**config.mk**
```make
export PLATFORM = sky130hd
export DESIGN_NAME = id_stage_pipe
export DESIGN_NICKNAME = d
export VERILOG_FILES = /design/src/rtl/id_pkg.sv /design/src/rtl/id_fwd_mux.sv /design/src/rtl/id_stage_pipe.sv
export SDC_FILE = /design/constraint.sdc
export NUM_CORES = 1
export LEC_CHECK = 0
export ABC_AREA = 1
export CAP_MARGIN = 10
export CORE_ASPECT_RATIO = 1.2
export CORE_UTILIZATION = 38
export CTS_CLUSTER_DIAMETER = 60
export DETAILED_ROUTE_END_ITERATION = 10
export PLACE_DENSITY = 0.78
export SYNTH_ARGS = -nofsm -noshare
export SYNTH_HDL_FRONTEND = slang
export SYNTH_SLANG_ARGS = --single-unit
```
**constraint.sdc**
```tcl
create_clock -name clk_i -period 1.85 [get_ports clk_i]
set_clock_uncertainty 0.1 [all_clocks]
set_input_delay 0.185 -clock clk_i [delete_from_list [all_inputs] [get_ports clk_i]]
set_output_delay 0.185 -clock clk_i [all_outputs]
set_load 0.01 [all_outputs]
```
**src/rtl/id_pkg.sv**
```systemverilog
// Shared definitions for the RV32I decode stage: opcodes, operand selectors, decoded record.
// Used by id_stage_pipe and id_fwd_mux.
package id_pkg;

  localparam int unsigned DataW = 32;

  localparam logic [6:0] OP_IMM = 7'b0010011;
  localparam logic [6:0] OP     = 7'b0110011;
  localparam logic [6:0] LUI    = 7'b0110111;
  localparam logic [6:0] AUIPC  = 7'b0010111;
  localparam logic [6:0] STORE  = 7'b0100011;
  localparam logic [6:0] LOAD   = 7'b0000011;
  localparam logic [6:0] JAL    = 7'b1101111;
  localparam logic [6:0] JALR   = 7'b1100111;
  localparam logic [6:0] BRANCH = 7'b1100011;

  localparam logic [31:0] NOP = 32'h0000_0013;

  typedef enum logic [2:0] {
    SelZero,
    SelRs1,
    SelRs2,
    SelPc,
    SelImmI,
    SelImmU,
    SelImmJ
  } op_sel_e;

  typedef struct packed {
    logic [31:0]      inst;
    logic [DataW-1:0] pc;
    logic [DataW-1:0] op1;
    logic [DataW-1:0] op2;
    logic             we;
    logic [4:0]       waddr;
    logic             is_load;
  } id_dec_t;

  function automatic logic [DataW-1:0] imm_i(input logic [31:0] inst);
    return {{20{inst[31]}}, inst[31:20]};
  endfunction

  function automatic logic [DataW-1:0] imm_u(input logic [31:0] inst);
    return {inst[31:12], 12'b0};
  endfunction

  function automatic logic [DataW-1:0] imm_j(input logic [31:0] inst);
    return {{11{inst[31]}}, inst[31], inst[19:12], inst[20], inst[30:21], 1'b0};
  endfunction

endpackage

```
**src/rtl/id_fwd_mux.sv**
```systemverilog
// Operand source selection for one register read: priority search over forwarding
// sources (index 0 wins), regfile fallback, x0 reads zero, hazard when the winner is not ready.
module id_fwd_mux
  import id_pkg::*;
#(
  parameter int unsigned XLEN    = DataW,
  parameter int unsigned NUM_FWD = 2
) (
  input  logic                    re_i,
  input  logic [4:0]              raddr_i,
  input  logic [XLEN-1:0]         rf_rdata_i,
  input  logic [NUM_FWD-1:0]      fwd_we_i,
  input  logic [5*NUM_FWD-1:0]    fwd_waddr_i,
  input  logic [XLEN*NUM_FWD-1:0] fwd_wdata_i,
  input  logic [NUM_FWD-1:0]      fwd_rdy_i,
  output logic [XLEN-1:0]         data_o,
  output logic                    hazard_o
);

  logic            hit;
  logic            hit_rdy;
  logic [XLEN-1:0] hit_data;

  // Walk from oldest to youngest so the lowest matching index is the last one written.
  always_comb begin
    hit      = 1'b0;
    hit_rdy  = 1'b0;
    hit_data = '0;
    for (int i = int'(NUM_FWD) - 1; i >= 0; i--) begin
      if (fwd_we_i[i] && (fwd_waddr_i[5*i +: 5] == raddr_i)) begin
        hit      = 1'b1;
        hit_rdy  = fwd_rdy_i[i];
        hit_data = fwd_wdata_i[XLEN*i +: XLEN];
      end
    end
  end

  always_comb begin
    data_o   = rf_rdata_i;
    hazard_o = 1'b0;
    if (!re_i || (raddr_i == 5'd0)) begin
      data_o = '0;
    end else if (hit) begin
      if (hit_rdy) begin
        data_o = hit_data;
      end else begin
        hazard_o = 1'b1;
      end
    end
  end

endmodule

```
**src/rtl/id_stage_pipe.sv**
```systemverilog
// Registered RV32I decode stage with forwarding, load-use interlock and valid/ready on both sides.
// Define ID_PERF_CNT_EN to add stall_cycles_o / issue_cnt_o saturating counters.
module id_stage_pipe
  import id_pkg::*;
#(
  parameter int unsigned XLEN     = DataW,
  parameter int unsigned NUM_FWD  = 2,
  parameter logic [31:0] NOP_INST = NOP
) (
  input  logic                    clk_i,
  input  logic                    rst_n_i,
  input  logic                    in_valid_i,
  output logic                    in_ready_o,
  input  logic [31:0]             inst_i,
  input  logic [XLEN-1:0]         inst_addr_i,
  output logic [4:0]              reg1_raddr_o,
  output logic [4:0]              reg2_raddr_o,
  output logic                    reg1_re_o,
  output logic                    reg2_re_o,
  input  logic [XLEN-1:0]         reg1_rdata_i,
  input  logic [XLEN-1:0]         reg2_rdata_i,
  input  logic [NUM_FWD-1:0]      fwd_we_i,
  input  logic [5*NUM_FWD-1:0]    fwd_waddr_i,
  input  logic [XLEN*NUM_FWD-1:0] fwd_wdata_i,
  input  logic [NUM_FWD-1:0]      fwd_rdy_i,
  input  logic                    flush_i,
  output logic                    out_valid_o,
  input  logic                    out_ready_i,
  output logic [31:0]             inst_o,
  output logic [XLEN-1:0]         inst_addr_o,
  output logic [XLEN-1:0]         op1_o,
  output logic [XLEN-1:0]         op2_o,
  output logic                    reg_we_o,
  output logic [4:0]              reg_waddr_o,
  output logic                    is_load_o
`ifdef ID_PERF_CNT_EN
  ,
  output logic [31:0]             stall_cycles_o,
  output logic [31:0]             issue_cnt_o
`endif
);

  localparam id_dec_t DecRst = '{inst: NOP_INST, default: '0};

  logic [6:0] opcode;
  logic [4:0] rd;
  logic [4:0] rs1;
  logic [4:0] rs2;

  assign opcode = inst_i[6:0];
  assign rd     = inst_i[11:7];
  assign rs1    = inst_i[19:15];
  assign rs2    = inst_i[24:20];

  logic    re1, re2, we_raw, load, known;
  op_sel_e sel1, sel2;

  always_comb begin
    re1    = 1'b0;
    re2    = 1'b0;
    we_raw = 1'b0;
    load   = 1'b0;
    known  = 1'b1;
    sel1   = SelZero;
    sel2   = SelZero;
    case (opcode)
      OP_IMM: begin re1 = 1'b1; we_raw = 1'b1; sel1 = SelRs1; sel2 = SelImmI; end
      OP:     begin re1 = 1'b1; re2 = 1'b1; we_raw = 1'b1; sel1 = SelRs1; sel2 = SelRs2; end
      LUI:    begin we_raw = 1'b1; sel1 = SelImmU; end
      AUIPC:  begin we_raw = 1'b1; sel1 = SelPc; sel2 = SelImmU; end
      STORE:  begin re1 = 1'b1; re2 = 1'b1; sel1 = SelRs1; sel2 = SelRs2; end
      LOAD:   begin re1 = 1'b1; we_raw = 1'b1; load = 1'b1; sel1 = SelRs1; end
      JAL:    begin we_raw = 1'b1; sel1 = SelPc; sel2 = SelImmJ; end
      JALR:   begin re1 = 1'b1; we_raw = 1'b1; sel1 = SelRs1; sel2 = SelImmI; end
      BRANCH: begin re1 = 1'b1; re2 = 1'b1; sel1 = SelRs1; sel2 = SelRs2; end
      default: known = 1'b0;
    endcase
  end

  assign reg1_re_o    = re1;
  assign reg2_re_o    = re2;
  assign reg1_raddr_o = re1 ? rs1 : 5'd0;
  assign reg2_raddr_o = re2 ? rs2 : 5'd0;

  logic [XLEN-1:0] rs1_val, rs2_val;
  logic            haz1, haz2;

  id_fwd_mux #(
    .XLEN    (XLEN),
    .NUM_FWD (NUM_FWD)
  ) u_fwd_rs1 (
    .re_i        (re1),
    .raddr_i     (rs1),
    .rf_rdata_i  (reg1_rdata_i),
    .fwd_we_i    (fwd_we_i),
    .fwd_waddr_i (fwd_waddr_i),
    .fwd_wdata_i (fwd_wdata_i),
    .fwd_rdy_i   (fwd_rdy_i),
    .data_o      (rs1_val),
    .hazard_o    (haz1)
  );

  id_fwd_mux #(
    .XLEN    (XLEN),
    .NUM_FWD (NUM_FWD)
  ) u_fwd_rs2 (
    .re_i        (re2),
    .raddr_i     (rs2),
    .rf_rdata_i  (reg2_rdata_i),
    .fwd_we_i    (fwd_we_i),
    .fwd_waddr_i (fwd_waddr_i),
    .fwd_wdata_i (fwd_wdata_i),
    .fwd_rdy_i   (fwd_rdy_i),
    .data_o      (rs2_val),
    .hazard_o    (haz2)
  );

  function automatic logic [XLEN-1:0] op_val(input op_sel_e s, input logic [XLEN-1:0] a,
                                             input logic [XLEN-1:0] b, input logic [XLEN-1:0] pc,
                                             input logic [31:0] inst);
    case (s)
      SelRs1:  return a;
      SelRs2:  return b;
      SelPc:   return pc;
      SelImmI: return imm_i(inst);
      SelImmU: return imm_u(inst);
      SelImmJ: return imm_j(inst);
      default: return '0;
    endcase
  endfunction

  id_dec_t dec_d, dec_q;
  logic    valid_q;

  always_comb begin
    dec_d         = '0;
    dec_d.inst    = known ? inst_i : NOP_INST;
    dec_d.pc      = inst_addr_i;
    dec_d.op1     = op_val(sel1, rs1_val, rs2_val, inst_addr_i, inst_i);
    dec_d.op2     = op_val(sel2, rs1_val, rs2_val, inst_addr_i, inst_i);
    dec_d.we      = we_raw && (rd != 5'd0);
    dec_d.waddr   = we_raw ? rd : 5'd0;
    dec_d.is_load = load;
  end

  logic hazard, accept;

  assign hazard     = in_valid_i & (haz1 | haz2);
  assign in_ready_o = ~hazard & ~flush_i & (~valid_q | out_ready_i);
  assign accept     = in_valid_i & in_ready_o;

  // Flush already blocks accept through in_ready_o; it only needs to kill the held entry.
  always_ff @(posedge clk_i or negedge rst_n_i) begin
    if (!rst_n_i) begin
      valid_q <= 1'b0;
      dec_q   <= DecRst;
    end else if (flush_i) begin
      valid_q <= 1'b0;
    end else if (accept) begin
      valid_q <= 1'b1;
      dec_q   <= dec_d;
    end else if (out_ready_i) begin
      valid_q <= 1'b0;
    end
  end

  assign out_valid_o = valid_q;
  assign inst_o      = dec_q.inst;
  assign inst_addr_o = dec_q.pc;
  assign op1_o       = dec_q.op1;
  assign op2_o       = dec_q.op2;
  assign reg_we_o    = dec_q.we;
  assign reg_waddr_o = dec_q.waddr;
  assign is_load_o   = dec_q.is_load;

`ifdef ID_PERF_CNT_EN
  logic [31:0] stall_q, issue_q;

  always_ff @(posedge clk_i or negedge rst_n_i) begin
    if (!rst_n_i) begin
      stall_q <= '0;
      issue_q <= '0;
    end else begin
      if (hazard && (stall_q != '1)) stall_q <= stall_q + 32'd1;
      if (accept && (issue_q != '1)) issue_q <= issue_q + 32'd1;
    end
  end

  assign stall_cycles_o = stall_q;
  assign issue_cnt_o    = issue_q;
`endif

endmodule

```
==> results.md <==
- Outcome: finished, final reports clean
- Crit Path Category: in -> reg
- Post-Syn Area: 8720 sq um
- Crit start category: primary input
- Total Die Area: 23600 sq um
- Final max-slew violation count: 0
- CTS Buf Count: 17
- Worst ir drop on vdd: 0.000591 V
- Most frequent cells in the layout: nand2_1, clkdlybuf4s50_1, inv_1, dfrtp_1, buf_4
- Final worst-path cycle share: 0.970
- Tmin final: 1790 ps
- DRC Markers: 0
- Post-Syn Instances: 1410
- Hold Crit Endpoint: inst_o[6]$_DFFE_PN0P_
- CTS tree: done
- Dpl cells: 2094
- Slew headroom: 0.700
- Via count: 10.9k
- Via/cell ratio: 5.06
- Total power: 8840 uW
- Critical Path RT: 2110 ps
- Fill cell count: 1957
- Antenna violations before repair: 4
- Final non-filler cell total: 2156
- WP data arrival: 2060 ps
- Fin. Hold Viols: 0
- R2r startpoint: out_valid_o$_DFFE_PN0P_
- CP Max Fanout: 32
- IO Port Bufs: 359
- Worst hold path type: in -> reg
- WHS: 22.1 ps
- Initial Util: 0.388
- Number of max-cap violations: 0
- Post-DP HPWL: 27600 microns
- Worst-Margin Slew: 450 ps
- First-pass GRT wire length: 56900 microns
- Die W: 140 microns
- All-layer global routing usage: 0.314
- Most common cell after layout, fill and taps aside: nand2_1
- Row count: 60
- Count of cell types in the netlist: 28
- Layout cells sized above 1: 0.150
- Placeable core area: 22400 sq um
- Die height: 168 microns
- Synth Register Bits: 136
- Largest net degree at the start of global routing: 65
- Max H-tree Level: 4
- Drt first pass iters: 7
- CTS root buf: clkbuf_16
- Syn-to-layout area delta: 68.7%
- Fmax: 557 MHz
- TritonCTS Sinks: 136
- Average cell area after synthesis: 6.18 sq um
- Post-route design area: 14700 sq um
- Setup violators final: 0
- Worst R2R End: reg_waddr_o[4]$_DFFE_PN0P_
- Number of global-route vias before repair: 10.5k
- GR Overflow Total: 0
- Critical Path End Type: flip-flop
- Post-Route WL: 38100 microns
- Reg2Reg Setup Slack: 70 ps
- DR WL/cell: 17.6 microns
- Pwr dens: 601 nW/um^2
- Worst Hold Depth: 3
- Layout Nets: 2073
- Placement Setup Slack: -909 ps
- Yosys warnings: 0
- Reg2reg path depth: 9
- Drt initial violations: 946
- Leak Pwr: 0.00798 uW
- Clock latency on the worst-skew pair: 420 ps
- I/O pins: 360
- Placed Area: 13500 sq um
- Synthesized net count: 1621
- Seq/Total Area, Yosys: 0.391
- Final worst slack: 55.1 ps
- GPL Wtd Cong: 0.959
- Hold Crit Start: inst_i[6]
- ANT nets after route: 0
- Reg clk slew, reported paths: 60 ps
- Clock Path Buffers: 2
-- final cells by class --
cell class	count	area [sq um]	area share
clock inverter	14	125	0.00851
multi-input combinational	989	4310	0.293
clock buffer	17	425	0.0289
inverter	211	800	0.0544
antenna	3	7.51	0.000510
timing repair buffer	507	5280	0.359
tap	279	349	0.0237
sequential	136	3410	0.232
-- through the flow --
stage / utilization / TNS [ps]
finish: 0.655 / 0
detailed placement: 0.603 / -98790
global placement: 0.603 / -92610
global route: 0.655 / -140
floorplan: - / 0
CTS: 0.645 / 0
-- synth_stat cells --
master / instances / share of area
nand2_1: 718 / 0.31
inv_1: 199 / 0.086
dfrtp_1: 133 / 0.38
o21ai_0: 83 / 0.048
nand3_1: 73 / 0.042
buf_2: 31 / 0.018
nor2_1: 31 / 0.013
clkbuf_1: 23 / 0.0099
a22oi_1: 20 / 0.017
o21ai_1: 19 / 0.011
a21oi_1: 15 / 0.0086
inv_2: 12 / 0.0052
buf_1: 10 / 0.0043
o21ai_2: 10 / 0.010
buf_6: 6 / 0.0077
buf_4: 4 / 0.0034
nand4_1: 4 / 0.0029
nor2_2: 4 / 0.0029
dfstp_2: 3 / 0.0090
nor3_1: 3 / 0.0017
nand3_2: 2 / 0.0023
a21boi_0: 1 / 0.00086
nand2_2: 1 / 0.00072
nand4_2: 1 / 0.0014
nor2_4: 1 / 0.0013
nor4_1: 1 / 0.00072
o21a_1: 1 / 0.00086
or4_1: 1 / 0.00086
-- per-layer routing --
layer  global-route usage  wire length [microns]  vias up
li1                     -                      -     5159
met1                0.378                  15000     5068
met2                0.531                  18500      554
met3               0.0555                   2670      121
met4                0.175                   1860        2
met5                    0                     13        -
-- what timing repair did --
action | in CTS | in global routing
cloned | 6 | 7
endpoints found under the hold margin | 133 | 0
setup buffers | 14 | 3
gates resized for setup | 126 | 65
pin swaps | 21 | 28
hold buffers | 1 | 0
endpoints found under the setup margin | 149 | 138
-- power breakdown --
part	switching [uW]	total, uW	internal (uW)	leakage [uW]
registers	116	3280	3160	0.00183
logic	1050	2270	1220	0.00588
clock network	1440	3290	1850	0.000266
-- how the worst max path moves through the flow --
stage                             to  slack (ps)                     from  depth (start not counted)
2_1_floorplan   reg_we_o$_DFFE_PN0P_         100               inst_i[23]                         14
3_3_place_gp              in_ready_o        -870               inst_i[23]                         13
3_5_place_dp              in_ready_o        -910               inst_i[23]                         13
4_1_cts                   in_ready_o          20               inst_i[18]                         12
5_1_grt        inst_o[7]$_DFFE_PN0P_         -30  out_valid_o$_DFFE_PN0P_                          8
6_report       op1_o[31]$_DFFE_PN0P_          60                inst_i[1]                         15
-- kinds of logic after synthesis --
| kind of cell | after synthesis | synth area share |
|---|---|---|
| and+or+nand+nor | 840 | 0.379 |
| buffers and inverters | 285 | 0.134 |
| AOI/OAI and AO/OA | 149 | 0.0961 |
| DFF | 136 | 0.391 |
-- flip-flops by register name (all words and copies together), names as in the netlist --
register / count
is_load_o: 1
op2_o: 32
inst_o: 32
op1_o: 32
reg_we_o: 1
reg_waddr_o: 5
out_valid_o: 1
inst_addr_o: 32
-- worst max-delay path, stage by stage --
cell	delay, ps
clkdlybuf4s15_1	180
nand2_2	100
nor2_4	120
nand2_2	70
inv_2	70
nand2_1	60
nand2_2	100
inv_2	60
nor2_4	130
buf_4	120
buf_4	370
nand3_1	240
nand2_1	110
nand2_1	60
nand2_1	50
No activity file was read; power rests on OpenSTA's default activity.
==> RTL edit, RTL diff (same settings) <==
The option `ID_PERF_CNT_EN` is turned on by a define.
--- a/src/rtl/id_stage_pipe.sv
+++ b/src/rtl/id_stage_pipe.sv
@@ -1,4 +1,6 @@
 // Registered RV32I decode stage with forwarding, load-use interlock and valid/ready on both sides.
 // Define ID_PERF_CNT_EN to add stall_cycles_o / issue_cnt_o saturating counters.
+`define ID_PERF_CNT_EN
+
 module id_stage_pipe
   import id_pkg::*;
Behaviour (old outputs only; new: issue_cnt_o and stall_cycles_o): unchanged (equiv_simple and equiv_induct, registers matched by name and starting in step).
==> RTL edit against the unedited design <==
- the flow now finishes with violations (negative setup slack)
- area after synthesis up 45%
- core utilization up 3.0 points
- wire length up 79%
- setup slack worse by 0.17 ns
- final area up 52%
- power up 35%
- sequential cell count up 64
- critical path type unchanged
- critical endpoint is now inst_o[0]
- largest cell class is now multi-input combinational cells
- largest power group is now sequential cells
==> RTL edit: results (changes against the unedited design) <==
stage	metric	value	unit	change
grt	first-pass GRT wire length	90700	um	+59%
finish	share of layout cells above drive strength 1	27.6	%	+13 points
finish	fill cell count	2609		+33%
grt	antenna violations before repair	19		+15
timing	setup TNS	-5.95	ns	-5.95 ns
worst_setup_path	Worst Path Max Fanout	8		-75%
logic_synthesis	Distinct cells, synth	40		+43%
cts	Worst-path clk slew	0.08	ns	+0.02 ns
logic_synthesis	Synth Area in XOR/XNOR	4.22	%	+4.2 points
status	failing checks	negative setup slack		
detailed_routing	Avg Vias per Cell	5.47		+8.2%
detailed_routing	DR iter-0 viols	1780		+88%
timing	Worst Max-Slew Pin Slew	0.672	ns	+0.222 ns
finish	NumNets Final	2768		+34%
status	status	finished, violations left		
logic_synthesis	Seq/Total Area, Yosys	39.6	%	+0.53 points
logic_synthesis	Synth Area in Adders	0.198	%	+0.20 points
grt	largest net degree at the start of global routing	67		+3.1%
cts	Longest Clk Path Bufs	2		unchanged
power	Static Leak	11.5	nW	+44%
logic_synthesis	syn nets	2114		+30%
detailed_routing	1st-pass router iterations	6		-1
placement	dpl hpwl	46100	um	+67%
worst_setup_path	Worst EP arrival	2.25	ns	+0.19 ns
grt	gr usage total	35.4	%	+4.0 points
detailed_routing	wire length per cell	22.5	um	+27%
timing	min setup slack post-route	-0.110	ns	-0.165 ns
placement	port buffer count	423		+18%
placement	Final Wtd Congestion	1.03		+7.5%
timing	Finish-stage setup viols	154		+154
logic_synthesis	Area contributors post-synth	dfrtp_1 39%, nand2_1 27%, inv_1 4.3%, nand3_1 4.1%, nand4_1 3.4%		
cts	later-pin clock latency in the skew report	0.46	ns	+0.04 ns
grt	number of global-route vias before repair	15100		+43%
placement	Cell Area, Placed	18900	um^2	+40%
logic_synthesis	commonest cells in the netlist	894 x nand2_1, 197 x dfrtp_1, 144 x inv_1, 103 x nand3_1, 79 x nor2_1		
logic_synthesis	Synth Area in Compound Gates	7.51	%	-2.1 points
RTL edit: worst paths after layout:
kind / start / to / slack, ns / cells after the start
max in group asynchronous: rst_n_i / stall_cycles_o[6] / 0.92 / 3
min reg2reg: op1_o[6] / op1_o[6] / 0.38 / 2
min in group asynchronous: rst_n_i / issue_cnt_o[1] / 0.05 / 2
min: inst_i[18] / inst_o[18] / 0.03 / 4
max reg2reg: issue_cnt_o[0] / issue_cnt_o[5] / -0.09 / 14
max: inst_i[22] / inst_o[0] / -0.11 / 14
RTL edit: layout make-up:
class / count / area [um^2] / share of cell area [%]
diodes: 12 / 30.0 / 0.135
clock buffers: 20 / 457 / 2.05
clock inverters: 12 / 130 / 0.584
inverters: 157 / 622 / 2.79
multi-input cells: 1446 / 7910 / 35.5
flip-flops and latches: 200 / 5020 / 22.5
well taps: 444 / 556 / 2.49
repair buffers: 731 / 7520 / 33.7
repair inverters: 2 / 46.3 / 0.208
RTL edit: report_power, final:
group,internal [mW],switching [mW]
logic,1.58,1.64
clock network,1.98,1.94
registers,4.60,0.167
RTL edit: layer usage:
metal	global-route usage, %	vias to the layer above	wire [um]
li1	-	7378	-
met2	58.2	1072	32000
met3	9.30	283	7010
met1	41.5	7807	23900
met4	21.3	14	4950
met5	0	-	94
RTL edit: what timing repair did:
| action | CTS | global route |
|---|---|---|
| cloned | 7 | 35 |
| hold endpoints to repair | 199 | 4 |
| pin swaps | 45 | 139 |
| hold buffers | 1 | 4 |
| gates resized for setup | 173 | 423 |
| endpoints found under the setup margin | 221 | 219 |
| setup buffers | 31 | 18 |
RTL edit: critical path, stage by stage:
cell and delay [ns]:
buf_2 0.14, buf_4 0.14, xor2_1 0.13, nor2_1 0.15
nand3_2 0.12, nand2_2 0.10, buf_6 0.11, nand3_1 0.10
nand4_1 0.18, buf_6 0.18, buf_12 0.19, clkinv_16 0.10
clkbuf_16 0.19, or2_1 0.21
RTL edit: cell families (layout without fill, tap and decap cells):
group,after synthesis,count (layout)
simple gates,1213,1214
buf+inv,256,922
flops,200,200
compound gates,169,169
xor+xnor,61,61
fa+ha+maj,2,2
other cells,0,12
RTL edit: through the flow:
step                setup slack [ns]  instances
finish                        -0.110       3024
global route                  -0.178       3024
CTS                           -0.112       2960
detailed placement            -0.983       2891
global placement              -0.919       2891
floorplan                    -0.0290       1901
